**config.mk**
```make
export PLATFORM = sky130hd
export DESIGN_NAME = motor_speed_ctrl_flat
export DESIGN_NICKNAME = d
export VERILOG_FILES = /design/src/rtl/motor_speed_ctrl_pkg.sv /design/src/rtl/motor_speed_ctrl_if.sv /design/src/rtl/motor_speed_ctrl_timer.sv /design/src/rtl/motor_speed_ctrl.sv /design/src/flat_wrapper.sv
export SDC_FILE = /design/constraint.sdc
export NUM_CORES = 1
export LEC_CHECK = 0
export BUFFER_PORTS_ARGS = -buffer_cell sky130_fd_sc_hd__buf_4
export CAP_MARGIN = 20
export CORE_MARGIN = 2
export CORE_UTILIZATION = 55
export CTS_CLUSTER_SIZE = 12
export DETAILED_ROUTE_END_ITERATION = 6
export PLACE_DENSITY_LB_ADDON = 0.12
export REMOVE_ABC_BUFFERS = 1
export SETUP_SLACK_MARGIN = 0.15
export SLEW_MARGIN = 15
export SYNTH_ARGS = -nofsm -noshare
export SYNTH_HDL_FRONTEND = slang
export SYNTH_SLANG_ARGS = --single-unit
```
**constraint.sdc**
```tcl
create_clock -name clk -period 7.64 [get_ports clk]
set_input_delay 1.528 -clock clk [delete_from_list [all_inputs] [get_ports clk]]
set_output_delay 1.528 -clock clk [all_outputs]
set_load 0.1 [all_outputs]
```
**src/rtl/motor_speed_ctrl_pkg.sv**
```systemverilog
// motor_pkg: state encodings, widths and default timing shared across the motor_driver blocks
package motor_pkg;
    localparam int DUTY_W = 8;
    localparam int CNT_W = 32;
    localparam int DEF_CLOCK_FREQ_HZ = 100_000_000;
    localparam int DEF_DUTY_STEP = 1;
    localparam int DEF_DUTY_MIN = 8;
    localparam int DEF_DUTY_MAX = 255;
    localparam int DEF_KICK_DUTY = 160;
    localparam int DEF_DEADBAND = 16;
    typedef enum logic [1:0] {ST_IDLE, ST_KICK, ST_TRACK, ST_STALL} state_t;
endpackage

```
**src/rtl/motor_speed_ctrl_if.sv**
```systemverilog
// motor_speed_ctrl_if: encoder/software inputs and duty/status outputs of the speed controller
interface motor_speed_ctrl_if;
    import motor_pkg::*;
    logic              enable;
    logic [CNT_W-1:0]  setpoint;
    logic [CNT_W-1:0]  count_high;
    logic              count_ready;
    logic              motor_is_running;
    logic [DUTY_W-1:0] duty;
    logic              duty_update;
    logic              at_speed;
    logic              stalled;
    logic [1:0]        state;
    modport master (
        output enable, setpoint, count_high, count_ready, motor_is_running,
        input  duty, duty_update, at_speed, stalled, state
    );
    modport slave (
        input  enable, setpoint, count_high, count_ready, motor_is_running,
        output duty, duty_update, at_speed, stalled, state
    );
endinterface

```
**src/rtl/motor_speed_ctrl_timer.sv**
```systemverilog
// ctrl_timer: loadable down-counter that stops at zero and flags it
module ctrl_timer #(
    parameter int W = 32
) (
    input  logic         clk,
    input  logic         reset_n,
    input  logic         load_i,
    input  logic [W-1:0] val_i,
    input  logic         dec_i,
    output logic         zero_o
);
    logic [W-1:0] cnt_q;
    always_ff @(posedge clk or negedge reset_n)
        if (!reset_n)
            cnt_q <= '0;
        else if (load_i)
            cnt_q <= val_i;
        else if (dec_i && cnt_q != '0)
            cnt_q <= cnt_q - 1'b1;
    assign zero_o = cnt_q == '0;
endmodule

```
**src/rtl/motor_speed_ctrl.sv**
```systemverilog
// motor_speed_ctrl: kick/track/stall sequencer stepping PWM duty toward an encoder period setpoint
module motor_speed_ctrl
    import motor_pkg::*;
#(
    parameter int CLOCK_FREQ_HZ = DEF_CLOCK_FREQ_HZ,
    parameter int DUTY_STEP     = DEF_DUTY_STEP,
    parameter int DUTY_MIN      = DEF_DUTY_MIN,
    parameter int DUTY_MAX      = DEF_DUTY_MAX,
    parameter int KICK_DUTY     = DEF_KICK_DUTY,
    parameter int KICK_CYCLES   = CLOCK_FREQ_HZ / 20,
    parameter int DEADBAND      = DEF_DEADBAND,
    parameter int STALL_CYCLES  = CLOCK_FREQ_HZ / 5
) (
    input logic               clk,
    input logic               reset_n,
    motor_speed_ctrl_if.slave bus
);
    localparam logic signed [CNT_W:0] DB = (CNT_W+1)'(DEADBAND);
    localparam logic [DUTY_W:0] STEP9 = (DUTY_W+1)'(DUTY_STEP);
    localparam logic [DUTY_W:0] MIN9 = (DUTY_W+1)'(DUTY_MIN);
    localparam logic [DUTY_W:0] MAX9 = (DUTY_W+1)'(DUTY_MAX);
    state_t              state_q;
    logic                cr_q;
    logic [DUTY_W-1:0]   duty_q;
    logic                upd_q, at_speed_q, stalled_q;
    logic                sample, stop, active, expired, up, dn, load;
    logic signed [CNT_W:0] err;
    logic [DUTY_W:0]     sum;
    logic [DUTY_W-1:0]   duty_d;
    logic [CNT_W-1:0]    load_val;
    assign sample = bus.count_ready && !cr_q;
    assign stop = !bus.enable || bus.setpoint == '0;
    assign active = state_q == ST_KICK || state_q == ST_TRACK;
    assign err = $signed({1'b0, bus.count_high}) - $signed({1'b0, bus.setpoint});
    assign up = err > DB;
    assign dn = err < -DB;
    // 9-bit sum so the ceiling clamp sees the carry instead of a wrapped value
    assign sum = {1'b0, duty_q} + STEP9;
    assign duty_d = up ? (sum > MAX9 ? MAX9[DUTY_W-1:0] : sum[DUTY_W-1:0])
                  : dn ? ({1'b0, duty_q} >= MIN9 + STEP9 ? duty_q - STEP9[DUTY_W-1:0] : MIN9[DUTY_W-1:0])
                  : duty_q;
    assign load = state_q == ST_IDLE ? !stop
                : active && !stop && (sample || (state_q == ST_KICK && expired && bus.motor_is_running));
    assign load_val = state_q == ST_IDLE ? CNT_W'(KICK_CYCLES) : CNT_W'(STALL_CYCLES);
    ctrl_timer #(.W(CNT_W)) u_timer (
        .clk    (clk),
        .reset_n(reset_n),
        .load_i (load),
        .val_i  (load_val),
        .dec_i  (active),
        .zero_o (expired)
    );
    always_ff @(posedge clk or negedge reset_n)
        if (!reset_n) begin
            state_q    <= ST_IDLE;
            cr_q       <= 1'b0;
            duty_q     <= '0;
            upd_q      <= 1'b0;
            at_speed_q <= 1'b0;
            stalled_q  <= 1'b0;
        end else begin
            cr_q  <= bus.count_ready;
            upd_q <= 1'b0;
            case (state_q)
                ST_IDLE:
                    if (!stop) begin
                        state_q <= ST_KICK;
                        duty_q  <= DUTY_W'(KICK_DUTY);
                        upd_q   <= 1'b1;
                    end
                ST_KICK, ST_TRACK:
                    if (stop) begin
                        state_q    <= ST_IDLE;
                        duty_q     <= '0;
                        upd_q      <= duty_q != '0;
                        at_speed_q <= 1'b0;
                    end else if (sample) begin
                        state_q <= ST_TRACK;
                        if (state_q == ST_TRACK) begin
                            duty_q     <= duty_d;
                            upd_q      <= duty_d != duty_q;
                            at_speed_q <= !(up || dn);
                        end
                    end else if (expired && state_q == ST_KICK && bus.motor_is_running) begin
                        state_q <= ST_TRACK;
                    end else if (expired) begin
                        state_q    <= ST_STALL;
                        duty_q     <= '0;
                        upd_q      <= duty_q != '0;
                        at_speed_q <= 1'b0;
                        stalled_q  <= 1'b1;
                    end
                default:
                    if (!bus.enable) begin
                        state_q   <= ST_IDLE;
                        stalled_q <= 1'b0;
                    end
            endcase
        end
    assign bus.duty = duty_q;
    assign bus.duty_update = upd_q;
    assign bus.at_speed = at_speed_q;
    assign bus.stalled = stalled_q;
    assign bus.state = state_q;
endmodule
```
**src/flat_wrapper.sv**
```systemverilog
// flat-port wrapper written by rule: the top's interface ports become plain ports
module motor_speed_ctrl_flat import motor_pkg::*;
#(
    parameter int CLOCK_FREQ_HZ = DEF_CLOCK_FREQ_HZ,
    parameter int DUTY_STEP     = DEF_DUTY_STEP,
    parameter int DUTY_MIN      = DEF_DUTY_MIN,
    parameter int DUTY_MAX      = DEF_DUTY_MAX,
    parameter int KICK_DUTY     = DEF_KICK_DUTY,
    parameter int KICK_CYCLES   = CLOCK_FREQ_HZ / 20,
    parameter int DEADBAND      = DEF_DEADBAND,
    parameter int STALL_CYCLES  = CLOCK_FREQ_HZ / 5
)
  (clk, reset_n, bus_enable, bus_setpoint, bus_count_high, bus_count_ready, bus_motor_is_running, bus_duty, bus_duty_update, bus_at_speed, bus_stalled, bus_state);
  motor_speed_ctrl_if bus_i ();
  input logic clk;
  input logic reset_n;
  input wire logic [$bits(bus_i.enable)-1:0] bus_enable;
  input wire logic [$bits(bus_i.setpoint)-1:0] bus_setpoint;
  input wire logic [$bits(bus_i.count_high)-1:0] bus_count_high;
  input wire logic [$bits(bus_i.count_ready)-1:0] bus_count_ready;
  input wire logic [$bits(bus_i.motor_is_running)-1:0] bus_motor_is_running;
  output wire logic [$bits(bus_i.duty)-1:0] bus_duty;
  output wire logic [$bits(bus_i.duty_update)-1:0] bus_duty_update;
  output wire logic [$bits(bus_i.at_speed)-1:0] bus_at_speed;
  output wire logic [$bits(bus_i.stalled)-1:0] bus_stalled;
  output wire logic [$bits(bus_i.state)-1:0] bus_state;
  assign bus_i.enable = bus_enable;
  assign bus_i.setpoint = bus_setpoint;
  assign bus_i.count_high = bus_count_high;
  assign bus_i.count_ready = bus_count_ready;
  assign bus_i.motor_is_running = bus_motor_is_running;
  assign bus_duty = bus_i.duty;
  assign bus_duty_update = bus_i.duty_update;
  assign bus_at_speed = bus_i.at_speed;
  assign bus_stalled = bus_i.stalled;
  assign bus_state = bus_i.state;
  motor_speed_ctrl #(.CLOCK_FREQ_HZ(CLOCK_FREQ_HZ), .DUTY_STEP(DUTY_STEP), .DUTY_MIN(DUTY_MIN), .DUTY_MAX(DUTY_MAX), .KICK_DUTY(KICK_DUTY), .KICK_CYCLES(KICK_CYCLES), .DEADBAND(DEADBAND), .STALL_CYCLES(STALL_CYCLES)) u_core (.clk(clk), .reset_n(reset_n), .bus(bus_i));
endmodule
```
==> reports/qor.csv <==
stage;metric;value;unit
grt;grt_max_degree;47;
timing;finalCritPeriodShare;0.663;
final_layout;fin_nets;945;
logic_synthesis;synth.area.top_cells;dfrtp_1 20%, ha_1 9.3%, nand2_1 5.2%;
setup_path;end_kind;flip-flop;
final_layout;layout_common_cells;81 x nand2_1, 81 x buf_4, 73 x nor2_1, 56 x a21oi_1, 52 x inv_1;
flow_run;cap_violations;0;
timing;tightest_slew;0.906;ns
route;routed_via_density;6.34;
logic_synthesis;syn_inst;776;
setup_path;cpPeakStageDelay;0.52;ns
floorplanning;ios;82;
power;irDropWorstVdd;0.000202;V
route;antenna_left;0;
logic_synthesis;ys.flop_type;dfrtp_1;
timing;skew;0.0144;ns
setup_path;crit_type;input pin to flip-flop;
logic_synthesis;yosys_warnings;0;
timing;slew_viol_final;0;
logic_synthesis;synth_top_cell_area_share;0.198;
grt;grt_pass1_vias;5742;
setup_path;crit_fanout;16;
setup_path;critical_path_required;7.84;ns
clock_tree;cts_tree;done;
route;routed_wl;16200;µm
setup_path;cp_slowest_cell;or4_4;
floorplanning;die_height;107;µm
timing;setup_viol;0;
final_layout;n_antenna_cell;0;
clock_tree;cts_hold_buf;0;
logic_synthesis;syn_area_per_cell;7.47;µm²
grt;grt.overflow.total;0;
timing;period_minus_slack;5.06;ns
floorplanning;rows;37;
hold_path;min_path_type;flip-flop to flip-flop;
route;drcViolationCount;0;
placed_design;dpl.hpwl;12800;µm
logic_synthesis;yosysUniqueCellTypes;90;
route;drtPass1Iterations;5;
logic_synthesis;ys_ff_latch;46;
placed_design;port_buffers;81;
logic_synthesis;ys_async_sr_fraction;1.00;
setup_path;crit_chain;buf_4, inv_1, ha_1, fa_1, nor2b_1, o31a_1, o2111ai_1, a21boi_0, o221ai_1, or4_4, nor4_4, a31oi_2, a41o_1, a21oi_1, o31ai_2;
clock_tree;cts_setup_buffers;0;
grt;antenna_found_initial;0;
logic_synthesis;synth_edf_count;0;
clock_tree;cts.sinks;46;
final_layout;finalCoreUtilization;0.633;
placed_design;gp_congestion;0.931;
final_layout;syn_to_final_growth;12.1;%
power;finalPower;1.39;mW
floorplanning;die_area;0.0114;mm²
timing;tns;0;ns
final_layout;drive_above_1_share;0.152;
grt;grt_pass1_wl;27400;µm
setup_path;crit_path_start_kind;input pin;
clock_tree;h-tree-depth;2;
final_layout;fillers;951;
logic_synthesis;syn-cell-area;0.00580;mm²
timing;slew_headroom;0.388;
route;via_count;6139;
placed_design;placed_cell_area;0.00641;mm²
logic_synthesis;synth_area_leader_cell;dfrtp_1;
setup_path;cp.arrival;5.26;ns
status;run_status;complete, no violations;
final_layout;stdcell_area;0.00650;mm²
clock_tree;cts.repair.resized;0;
clock_tree;root_buffer;clkbuf_8;
clock_tree;cts_inserted_buffers;5;
clock_tree;clock_path_buffers;2;
route;wire_per_inst;16.7;µm
grt;track_usage;0.289;
floorplanning;die_w;107;µm
final_layout;instances_no_fill;969;
route;first_iter_violations;403;
logic_synthesis;synth-seq-area-share;0.198;
power;p_leak;2.81;nW
power;power_density;214;mW/mm²
placed_design;post-place-cells;961;
floorplanning;core_area;0.0103;mm²
timing;grt_setup_unrepaired;false;
clock_tree;clkLatencyLatePin;0.31;ns
floorplanning;start_util;0.564;
timing;hold_violations;0;
clock_tree;clk_pin_slew_worst_paths;0.10;ns
timing;clock.fmax;197;MHz
[where the power goes]
group / switching, mW / leakage (nW) / internal, mW
Combinational: 0.551 / 2.18 / 0.288
Sequential: 0.0814 / 0.584 / 0.310
Clock: 0.0942 / 0.0447 / 0.0663
[sequential cells by signal, indices dropped and copies added, names as in the netlist]
name                    count
u_core.bus.at_speed         1
u_core.bus.state            2
u_core.u_timer.cnt_q       32
u_core.bus.stalled          1
u_core.bus.duty             8
u_core.bus.duty_update      1
u_core.cr_q                 1
[kinds of logic after synthesis]
kind of cell	count (synthesis)	share of synthesized area
and+or+nand+nor	335	0.311
DFF	46	0.198
xor gates and xnor gates	39	0.0589
adders and majority gates	44	0.0962
buffers and inverters	84	0.0628
muxes	5	0.00906
AOI/OAI and AO/OA	223	0.263
[worst max-delay path: cells and delay by family]
| kind | cells | cell delay [ns] |
|---|---|---|
| simple gates | 3 | 0.98 |
| buf+inv | 2 | 0.10 |
| fa+ha+maj | 2 | 0.62 |
| compound gates | 8 | 2.03 |
[routing by layer]
metal | up-vias | share of wire | GRT usage
li1 | 3003 | - | -
met1 | 2925 | 0.47 | 0.411
met2 | 199 | 0.47 | 0.485
met3 | 12 | 0.054 | 0.0249
met4 | 0 | 0.0049 | 0.0529
met5 | - | 0 | 0
[cell type report]
type                    instances  area [µm²]  area share
inverters                      52         195      0.0300
well taps                     136         170      0.0262
flip-flops and latches         46        1150       0.177
multi-input cells             646        4280       0.659
repair buffers                 81         608      0.0935
clock buffers                   5        68.8      0.0106
clock inverters                 3        25.0     0.00385
[stage by stage]
stage / hold WS, ns / worst slack (ns)
after floorplan: 0.496 / 2.84
after global placement: 0.513 / 2.41
after detailed placement: 0.520 / 2.29
after CTS: 0.544 / 2.61
after global routing: 0.563 / 2.36
final: 0.554 / 2.58
[worst paths after layout]
path	startpoint	to	slack, ns	cells past startpoint
max in group asynchronous	reset_n	u_core.u_timer.cnt_q[14]$_DFFE_PN0P_	6.02	1
min	u_core.u_timer.cnt_q[0]$_DFFE_PN0P_	u_core.u_timer.cnt_q[0]$_DFFE_PN0P_	0.55	2
max	bus_count_high[0]	u_core.bus.duty[4]$_DFFE_PN0P_	2.58	15
min reg2reg	u_core.u_timer.cnt_q[0]$_DFFE_PN0P_	u_core.u_timer.cnt_q[0]$_DFFE_PN0P_	0.55	2
max reg2reg	u_core.u_timer.cnt_q[21]$_DFFE_PN0P_	u_core.u_timer.cnt_q[23]$_DFFE_PN0P_	4.23	11
min in group asynchronous	reset_n	u_core.bus.duty[2]$_DFFE_PN0P_	1.20	1
[synth_stat cells (18+ instances only)]
cell type and number:
nand2_1 81, nor2_1 73, a21oi_1 56, inv_1 52, dfrtp_1 46, ha_1 43
o21ai_0 41, nand3_1 23, nand4_1 23, nor3_1 22, xor2_1 21, xnor2_1 18
Power figures use the tool's default switching activity.
